**config.mk**
```make
export PLATFORM = sky130hd
export DESIGN_NAME = data_bus_responder
export DESIGN_NICKNAME = d
export VERILOG_FILES = /design/src/rtl/data_bus_pkg.sv /design/src/rtl/bus_word_ram.sv /design/src/rtl/data_bus_responder.sv
export SDC_FILE = /design/constraint.sdc
export NUM_CORES = 2
export LEC_CHECK = 0
export CAP_MARGIN = 40
export CORE_ASPECT_RATIO = 1.4
export CORE_MARGIN = 4
export CORE_UTILIZATION = 38
export DETAILED_ROUTE_END_ITERATION = 7
export GPL_TIMING_DRIVEN = 0
export PLACE_DENSITY_LB_ADDON = 0.15
export SETUP_SLACK_MARGIN = 0.02
export SYNTH_ARGS = -nofsm -noshare
export SYNTH_HDL_FRONTEND = slang
export SYNTH_HIERARCHICAL = 1
export SYNTH_SLANG_ARGS = --single-unit
```
**constraint.sdc**
```tcl
create_clock -name clk -period 13.6 [get_ports clk]
set_clock_uncertainty 0.05 [all_clocks]
set_input_delay 1.36 -clock clk [delete_from_list [all_inputs] [get_ports clk]]
set_output_delay 1.36 -clock clk [all_outputs]
set_load 0.02 [all_outputs]
```
**src/rtl/data_bus_pkg.sv**
```systemverilog
// data_bus_pkg: shared bus widths and responder state encoding
package data_bus_pkg;
    localparam int DATA_W = 32;
    localparam int ADDR_W = 32;
    typedef enum logic [1:0] {IDLE, WAIT, RESP} dbr_state_t;
endpackage

```
**src/rtl/bus_word_ram.sv**
```systemverilog
// bus_word_ram: synchronous word RAM with registered read, array not reset
module bus_word_ram import data_bus_pkg::*; #(
    parameter int DEPTH_WORDS = 64
) (
    input  logic                           clk,
    input  logic                           en,
    input  logic                           we,
    input  logic [$clog2(DEPTH_WORDS)-1:0] idx,
    input  logic [DATA_W-1:0]              wdata,
    output logic [DATA_W-1:0]              rdata
);
    logic [DATA_W-1:0] mem [DEPTH_WORDS];
    always_ff @(posedge clk)
        if (en) begin
            if (we) mem[idx] <= wdata;
            else rdata <= mem[idx];
        end
endmodule

```
**src/rtl/data_bus_responder.sv**
```systemverilog
// data_bus_responder: Req/Ready bus target with wait states and address checking
module data_bus_responder import data_bus_pkg::*; #(
    parameter int                DEPTH_WORDS = 64,
    parameter logic [ADDR_W-1:0] BASE_ADDR   = '0,
    parameter int                WAIT_STATES = 2
) (
    input  logic              clk,
    input  logic              reset,
    input  logic              Req,
    input  logic [ADDR_W-1:0] A,
    input  logic [DATA_W-1:0] WD,
    input  logic              WE,
    output logic [DATA_W-1:0] RD,
    output logic              Ready,
    output logic              Err
);
    localparam int IW = $clog2(DEPTH_WORDS);
    localparam logic [ADDR_W-1:0] SPAN = ADDR_W'(DEPTH_WORDS * 4);
    dbr_state_t state, nextState;
    logic [3:0] waitCnt;
    logic [ADDR_W-1:0] off;
    logic [IW-1:0] idxIn, idxQ, ramIdx;
    logic [DATA_W-1:0] wdQ, ramWd, ramRdata;
    logic bad, weQ, errQ, ramWe, access;
    assign off = A - BASE_ADDR;
    assign bad = (A[1:0] != 2'b00) || (off >= SPAN);
    assign idxIn = off[IW+1:2];
    // With zero wait states the access happens on the accept edge, so the RAM sees the live inputs
    assign ramIdx = (state == IDLE) ? idxIn : idxQ;
    assign ramWd = (state == IDLE) ? WD : wdQ;
    assign ramWe = (state == IDLE) ? WE : weQ;
    always_comb begin
        nextState = state;
        access = 1'b0;
        case (state)
            IDLE:
                if (Req) begin
                    nextState = (bad || WAIT_STATES == 0) ? RESP : WAIT;
                    access = !bad && WAIT_STATES == 0;
                end
            WAIT:
                if (waitCnt == 4'd0) begin
                    nextState = RESP;
                    access = 1'b1;
                end
            default: nextState = IDLE;
        endcase
    end
    always_ff @(posedge clk or posedge reset)
        if (reset) begin
            state <= IDLE;
            waitCnt <= '0;
            idxQ <= '0;
            wdQ <= '0;
            weQ <= 1'b0;
            errQ <= 1'b0;
        end else begin
            state <= nextState;
            if (state == IDLE && Req) begin
                idxQ <= idxIn;
                wdQ <= WD;
                weQ <= WE;
                errQ <= bad;
                waitCnt <= 4'(WAIT_STATES > 0 ? WAIT_STATES - 1 : 0);
            end else if (state == WAIT) waitCnt <= waitCnt - 4'd1;
        end
    bus_word_ram #(.DEPTH_WORDS(DEPTH_WORDS)) ram (
        .clk(clk),
        .en(access && !reset),
        .we(ramWe),
        .idx(ramIdx),
        .wdata(ramWd),
        .rdata(ramRdata)
    );
    assign Ready = (state == RESP);
    assign Err = (state == RESP) && errQ;
    assign RD = (state == RESP && !errQ && !weQ) ? ramRdata : '0;
endmodule
```
### Yosys cells after proc, flatten, opt, wreduce, memory -nomap -nowiden

Memories as Yosys holds them, arrays and structs flattened. A register that Yosys moved wholly into a read port is not among the register bits.
Cells that the tools add are included.

* reduce and logical (&&, ||, !) cells: 15
* muxes and demuxes: 15
* equality and inequality tests: 4
* $lt $le $gt $ge: 1
* bitwise operators: 1
* multipliers: 0
* shifts and indexed selects: 0
* add/subtract/negate cells: 1
* div/mod/pow operators: 0

Operator list (count)
* 32-bit two-way mux: 2
* 32-bit by 9-bit greater-or-equal comparator with 1-bit output, second input constant: 1
* 4-bit two-way mux: 2
* 1-bit two-way mux: 6
* 2-bit two-way mux: 3
* 6-bit two-way mux: 1
* 1-bit logical AND: 5
* 4-bit logical NOT: 1
* 2-bit inequality test, second input constant: 2
* 2-bit one-hot mux with 2 select lines: 1
* 2-bit AND reduction: 2
* 2-bit nonzero test: 2
* 4-bit by 1-bit subtractor with 4-bit output, second input constant: 1
* 1-bit logical NOT: 3
* 2-bit by 1-bit == test with 1-bit output, second input constant: 1
* 2-bit == test, second input constant: 1
* 2-bit logical NOT: 1
* 1-bit logical OR: 1
* 1-bit inverter: 1

* memory bits (read-only): 0
* bits in writable memories: 2048
* memories: 1
* word-level logic and storage cells: 44
* flip-flop bits (word level): 46
* output and inout port bits: 34
* latch bits: 0

Memories
* ram.mem: depth 64, bits a word 32, read ports 1, clocked after memory_dff 1, write ports 1, RTL line bus_word_ram.sv:12 `logic [DATA_W-1:0] mem [DEPTH_WORDS];`

### Logic depth before layout (Yosys ltp)

* depth in word-level cells: 6
* mapped depth: 15
* depth with buffers taken out: 8

### Hierarchy

The synthesis kept the hierarchy.

Modules (own cells, without submodules)
* bus_word_ram: instances 1, cells an instance 4436, sequential area each 62459.9 µm², area each 78496.5 µm²
* data_bus_responder: instances 1, cells an instance 291, sequential area each 1151.1 µm², area each 2543.7 µm²

### Worst setup path after synthesis

Ideal clock, no wire load.

* path kind: input to register
* start point: input A[3]
* end point: memory ram.mem[0][0] (enable)
* stages: 8
* arrival: 4.610 ns
* setup slack: 8.519 ns
* setup time: 0.421 ns
* path buffers: 3
* required time: 13.129 ns
* path through: mux2_2 > buf_4 > or2_2 > nor2_1 > clkbuf_1 > clkbuf_1 > nand3_1 > nor2_1

* longest elaborated chain between the ends: 1

RTL lines
* start, declared: RTL line data_bus_responder.sv:10 `input logic [ADDR_W-1:0] A,`
* 6-bit two-way mux: RTL line data_bus_responder.sv:29 `assign ramIdx = (state == IDLE) ? idxIn : idxQ;`
* end, declared: RTL line bus_word_ram.sv:12

Every way passes these cells.

### Worst setup path after layout

* start point: register state[1]
* end point: memory ram.mem[52][22] (enable)

RTL lines
* start, declared: RTL line data_bus_responder.sv:19 `dbr_state_t state, nextState;`
* start signal, assigned: RTL line data_bus_responder.sv:58 `state <= nextState;`
* 2-bit logical NOT: RTL line data_bus_responder.sv:29
* 6-bit two-way mux: RTL line data_bus_responder.sv:29
* named net ramIdx[0]: RTL line data_bus_responder.sv:22 `logic [IW-1:0] idxIn, idxQ, ramIdx;`

The timed path passes the listed nets, and every way through them passes these cells.

==> reports/summary.log <==
INFO  worst_setup_path worst-endpoint-required=14.08ns
INFO  pwr            power_leakage=29.9nW
INFO  global_route   global_route.usage.total=25.2%
INFO  yosys          dominantRegCellSynth=sky130_fd_sc_hd__edfxtp_1
INFO  clocking       cts.repair.resized=0
INFO  yosys          synth-simple-area-share=3.34%
INFO  placement      pre_cts_ws=6.63ns
INFO  route          drt_wl_total=284,000um
INFO  yosys          post_synth_xor_area_fraction=0.0216%
INFO  final_layout   fillers=18,581
INFO  die            die_h=554um
INFO  timing         setup_violating_endpoint_count_in_the_final_report=0
INFO  final_layout   final_common_cell=sky130_fd_sc_hd__edfxtp_1
INFO  final_layout   layout.cells.most_common_list=sky130_fd_sc_hd__edfxtp_1 (2,080), sky130_fd_sc_hd__a22oi_1 (477), sky130_fd_sc_hd__clkbuf_1 (250), sky130_fd_sc_hd__mux2i_1 (242)
INFO  yosys          synth.yosys.warnings=6
INFO  pwr            power_per_cell_area=151nW/um^2
INFO  die            effective_utilization_at_floorplan=38.2%
INFO  route          firstDrtPassIters=6
INFO  yosys          number_of_synthesized_flops_with_an_enable_pin=2,080
INFO  route          detail_route.vias_per_cell=5.95
INFO  die            boundaryPins=102
INFO  final_layout   post_route_cells_drive_above_1_share=13.2%
INFO  yosys          synth-seq-area-share=78.5%
INFO  timing         slew-limit-headroom=34.3%
INFO  route          vias=48,621
INFO  timing         final_hold_violating_endpoints=0
INFO  yosys          post_synth_adder_cell_area=0.0154%
INFO  worst_hold_path timing.hold.worst.class=flip-flop to flip-flop
INFO  timing         layout_worst_path_cycle_share=46.9%
INFO  yosys          synth-compound-area-share=11.5%
INFO  global_route   grt_pass1_vias=47,809
INFO  placement      hpwl=197,000um
INFO  global_route   antenna_found_initial=20
INFO  yosys          asr_flop_ratio_synth=2.16%
INFO  yosys          synth_mux_area_share=4.75%
INFO  clocking       clk_pin_slew=0.07ns
INFO  worst_setup_path timing.critical_path.from_type=flip-flop
INFO  placement      dp_cells=7,803
INFO  timing         setup_slack=7.22ns
INFO  yosys          netlist_area=81,000um^2
INFO  clocking       cts_max_level=4
INFO  final_layout   layout.core_utilization=44.7%
INFO  yosys          gate_count_post_synth=4,727
INFO  pwr            irDropWorstVdd=106uV
INFO  clocking       clockRootBuffer=sky130_fd_sc_hd__clkbuf_16
INFO  timing         setup_repair_after_global_routing_missed_its_margin=false
INFO  yosys          synthDistinctLibCells=60
INFO  clocking       maximum_count_of_clock_buffers_along_a_single_path=4
INFO  final_layout   final-instance-count-excl-fill=8,167
INFO  clocking       cts-buffers-inserted=201
INFO  global_route   grt_start_max_net_pins=65
INFO  route          drc_errors=0
INFO  timing         timing.setup.tns=0ns
INFO  placement      gp_congestion=0.880
INFO  global_route   globalRouteOverflowTotal=0
INFO  route          ant_nets=0
INFO  timing         report.final.slew_viol_count=0
INFO  die            core.rowCount=200
INFO  timing         final_period_minus_worst_setup_slack=6.38ns
INFO  route          detail_route.iter0.violations=5,932
INFO  route          wire_per_inst=34.8um
INFO  die            coreArea=212,000um^2
INFO  clocking       insertion_delay=0.87ns
INFO  placement      buffer_ports.inserted=101
INFO  yosys          synth_top_family_by_area=compound AO/OA/AOI/OAI gates
INFO  worst_setup_path critPathMaxFanout=17
INFO  job            maxCapViolations=0
INFO  yosys          postSynthAreaPerCell=17.1um^2
INFO  yosys          synthesis.nets=4,796
INFO  worst_setup_path worstPathArrival=6.86ns
INFO  yosys          register_bit_count_reported_by_yosys=2,126
INFO  clocking       cts.sinks=2,126
INFO  final_layout   num-nets-final=5,248
INFO  status         status=finished, final reports clean
INFO  worst_setup_path worstSetupPathType=flip-flop to flip-flop
INFO  clocking       postCtsHoldBufs=0
INFO  global_route   wire_length_of_the_first_global_routing_pass=388,000um
INFO  final_layout   area_delta_synth_final=17.0%
INFO  clocking       clock_tree_from_tritoncts=yes
INFO  die            die_width=398um
INFO  die            dieArea=221,000um^2
INFO  worst_setup_path end_kind=flip-flop
INFO  clocking       cts_setup_buffers=0
INFO  timing         achievable-frequency=0.157GHz
INFO  timing         pin_slew_with_the_least_headroom_to_its_limit=0.985ns
==> cells in the mapped netlist, types with 17 or more instances <==
master	instances	area share (%)
sky130_fd_sc_hd__buf_1	53	0.25
sky130_fd_sc_hd__o22ai_1	238	1.8
sky130_fd_sc_hd__mux2_2	111	1.5
sky130_fd_sc_hd__o21ai_0	100	0.62
sky130_fd_sc_hd__a211oi_1	17	0.16
sky130_fd_sc_hd__edfxtp_1	2080	77
sky130_fd_sc_hd__dfrtp_1	46	1.4
sky130_fd_sc_hd__a22o_1	29	0.31
sky130_fd_sc_hd__nor4_1	22	0.17
sky130_fd_sc_hd__o221ai_1	21	0.23
sky130_fd_sc_hd__a31oi_1	44	0.34
sky130_fd_sc_hd__a221oi_1	166	1.8
sky130_fd_sc_hd__a21oi_1	72	0.44
sky130_fd_sc_hd__clkbuf_1	201	0.93
sky130_fd_sc_hd__and2_1	36	0.28
sky130_fd_sc_hd__nor3_1	50	0.31
sky130_fd_sc_hd__a22oi_1	477	4.4
sky130_fd_sc_hd__mux2i_1	242	3.0
sky130_fd_sc_hd__nor2_1	161	0.75
sky130_fd_sc_hd__nand2_1	238	1.1
sky130_fd_sc_hd__or3_1	30	0.23
sky130_fd_sc_hd__buf_2	71	0.44
sky130_fd_sc_hd__o22a_1	30	0.32
==> critical path, stage by stage, from the launching register on <==
cell	delay (ns)
sky130_fd_sc_hd__dfrtp_1	0.39
sky130_fd_sc_hd__nor2_1	0.37
sky130_fd_sc_hd__buf_4	0.29
sky130_fd_sc_hd__mux2_2	0.44
sky130_fd_sc_hd__buf_6	0.20
sky130_fd_sc_hd__buf_4	0.24
sky130_fd_sc_hd__nor2_1	0.37
sky130_fd_sc_hd__buf_2	0.40
sky130_fd_sc_hd__buf_2	0.65
sky130_fd_sc_hd__buf_1	0.76
sky130_fd_sc_hd__nand2_1	0.70
sky130_fd_sc_hd__nor2_4	0.82
sky130_fd_sc_hd__buf_12	0.27
==> power by group <==
group,total (W),internal [W],switching [W]
combinational,0.00175,0.000467,0.00128
sequential,0.00734,0.00734,0.00000890
clock,0.00522,0.00284,0.00238
==> stage by stage <==
stage	instance area [um^2]	power, W	hold WS, ns
6_report	94800	0.0143	0.426
5_1_grt	94800	0.0147	0.453
4_1_cts	94800	0.0144	0.429
3_5_place_dp	88900	0.00921	0.413
3_3_place_gp	85600	0.00910	0.410
2_1_floorplan	81000	0.00828	0.392
==> cells by family (layout without fill, tap and decap cells) <==
group | after synthesis | in the layout
flip-flops | 2126 | 2126
AO/OA/AOI/OAI | 1289 | 1289
multiplexers | 361 | 361
XOR/XNOR | 2 | 2
other | 0 | 7
buffers and inverters | 351 | 956
AND/OR/NAND/NOR | 597 | 597
adder cells (fa/ha/maj) | 1 | 1
==> layout make-up <==
cell class / count / area (um^2) / share of cell area [%]
flip-flops and latches: 2126 / 63600 / 67.1
well taps: 2828 / 3540 / 3.73
plain buffers: 345 / 1490 / 1.57
diodes: 7 / 17.5 / 0.0185
clock inverters: 100 / 599 / 0.632
multi-input cells: 2250 / 16500 / 17.4
clock buffers: 256 / 5300 / 5.59
repair buffers: 249 / 3750 / 3.96
inverters: 6 / 22.5 / 0.0237
==> metal layers <==
metal | part of all wire [%] | GRT usage (%) | wire length [um] | up-vias
met1 | 37 | 30.5 | 104000 | 25250
met5 | 0.026 | 0 | 73 | -
met3 | 7.3 | 4.09 | 20700 | 651
met2 | 50 | 43.7 | 143000 | 2390
li1 | - | - | - | 20320
met4 | 5.7 | 12.2 | 16200 | 10
==> sequential cells by signal (all words and copies together), names as in the netlist <==
register and cells:
weQ 1, errQ 1, wdQ 32, idxQ 6
ram/rdata 32, waitCnt 4, state 2, ram/mem 2048
==> worst paths after layout <==
kind	from	endpoint	slack [ns]	cells after the start
max	state[1]	ram/mem[52][22]	7.22	12
min	idxQ[3]	idxQ[3]	0.43	2
max reg2reg	state[1]	ram/mem[52][22]	7.22	12
min reg2reg	idxQ[3]	idxQ[3]	0.43	2
max in group asynchronous	reset	idxQ[2]	12.14	3
min in group asynchronous	reset	wdQ[23]	0.84	2
Note: power is estimated with default switching activity, not from simulation.
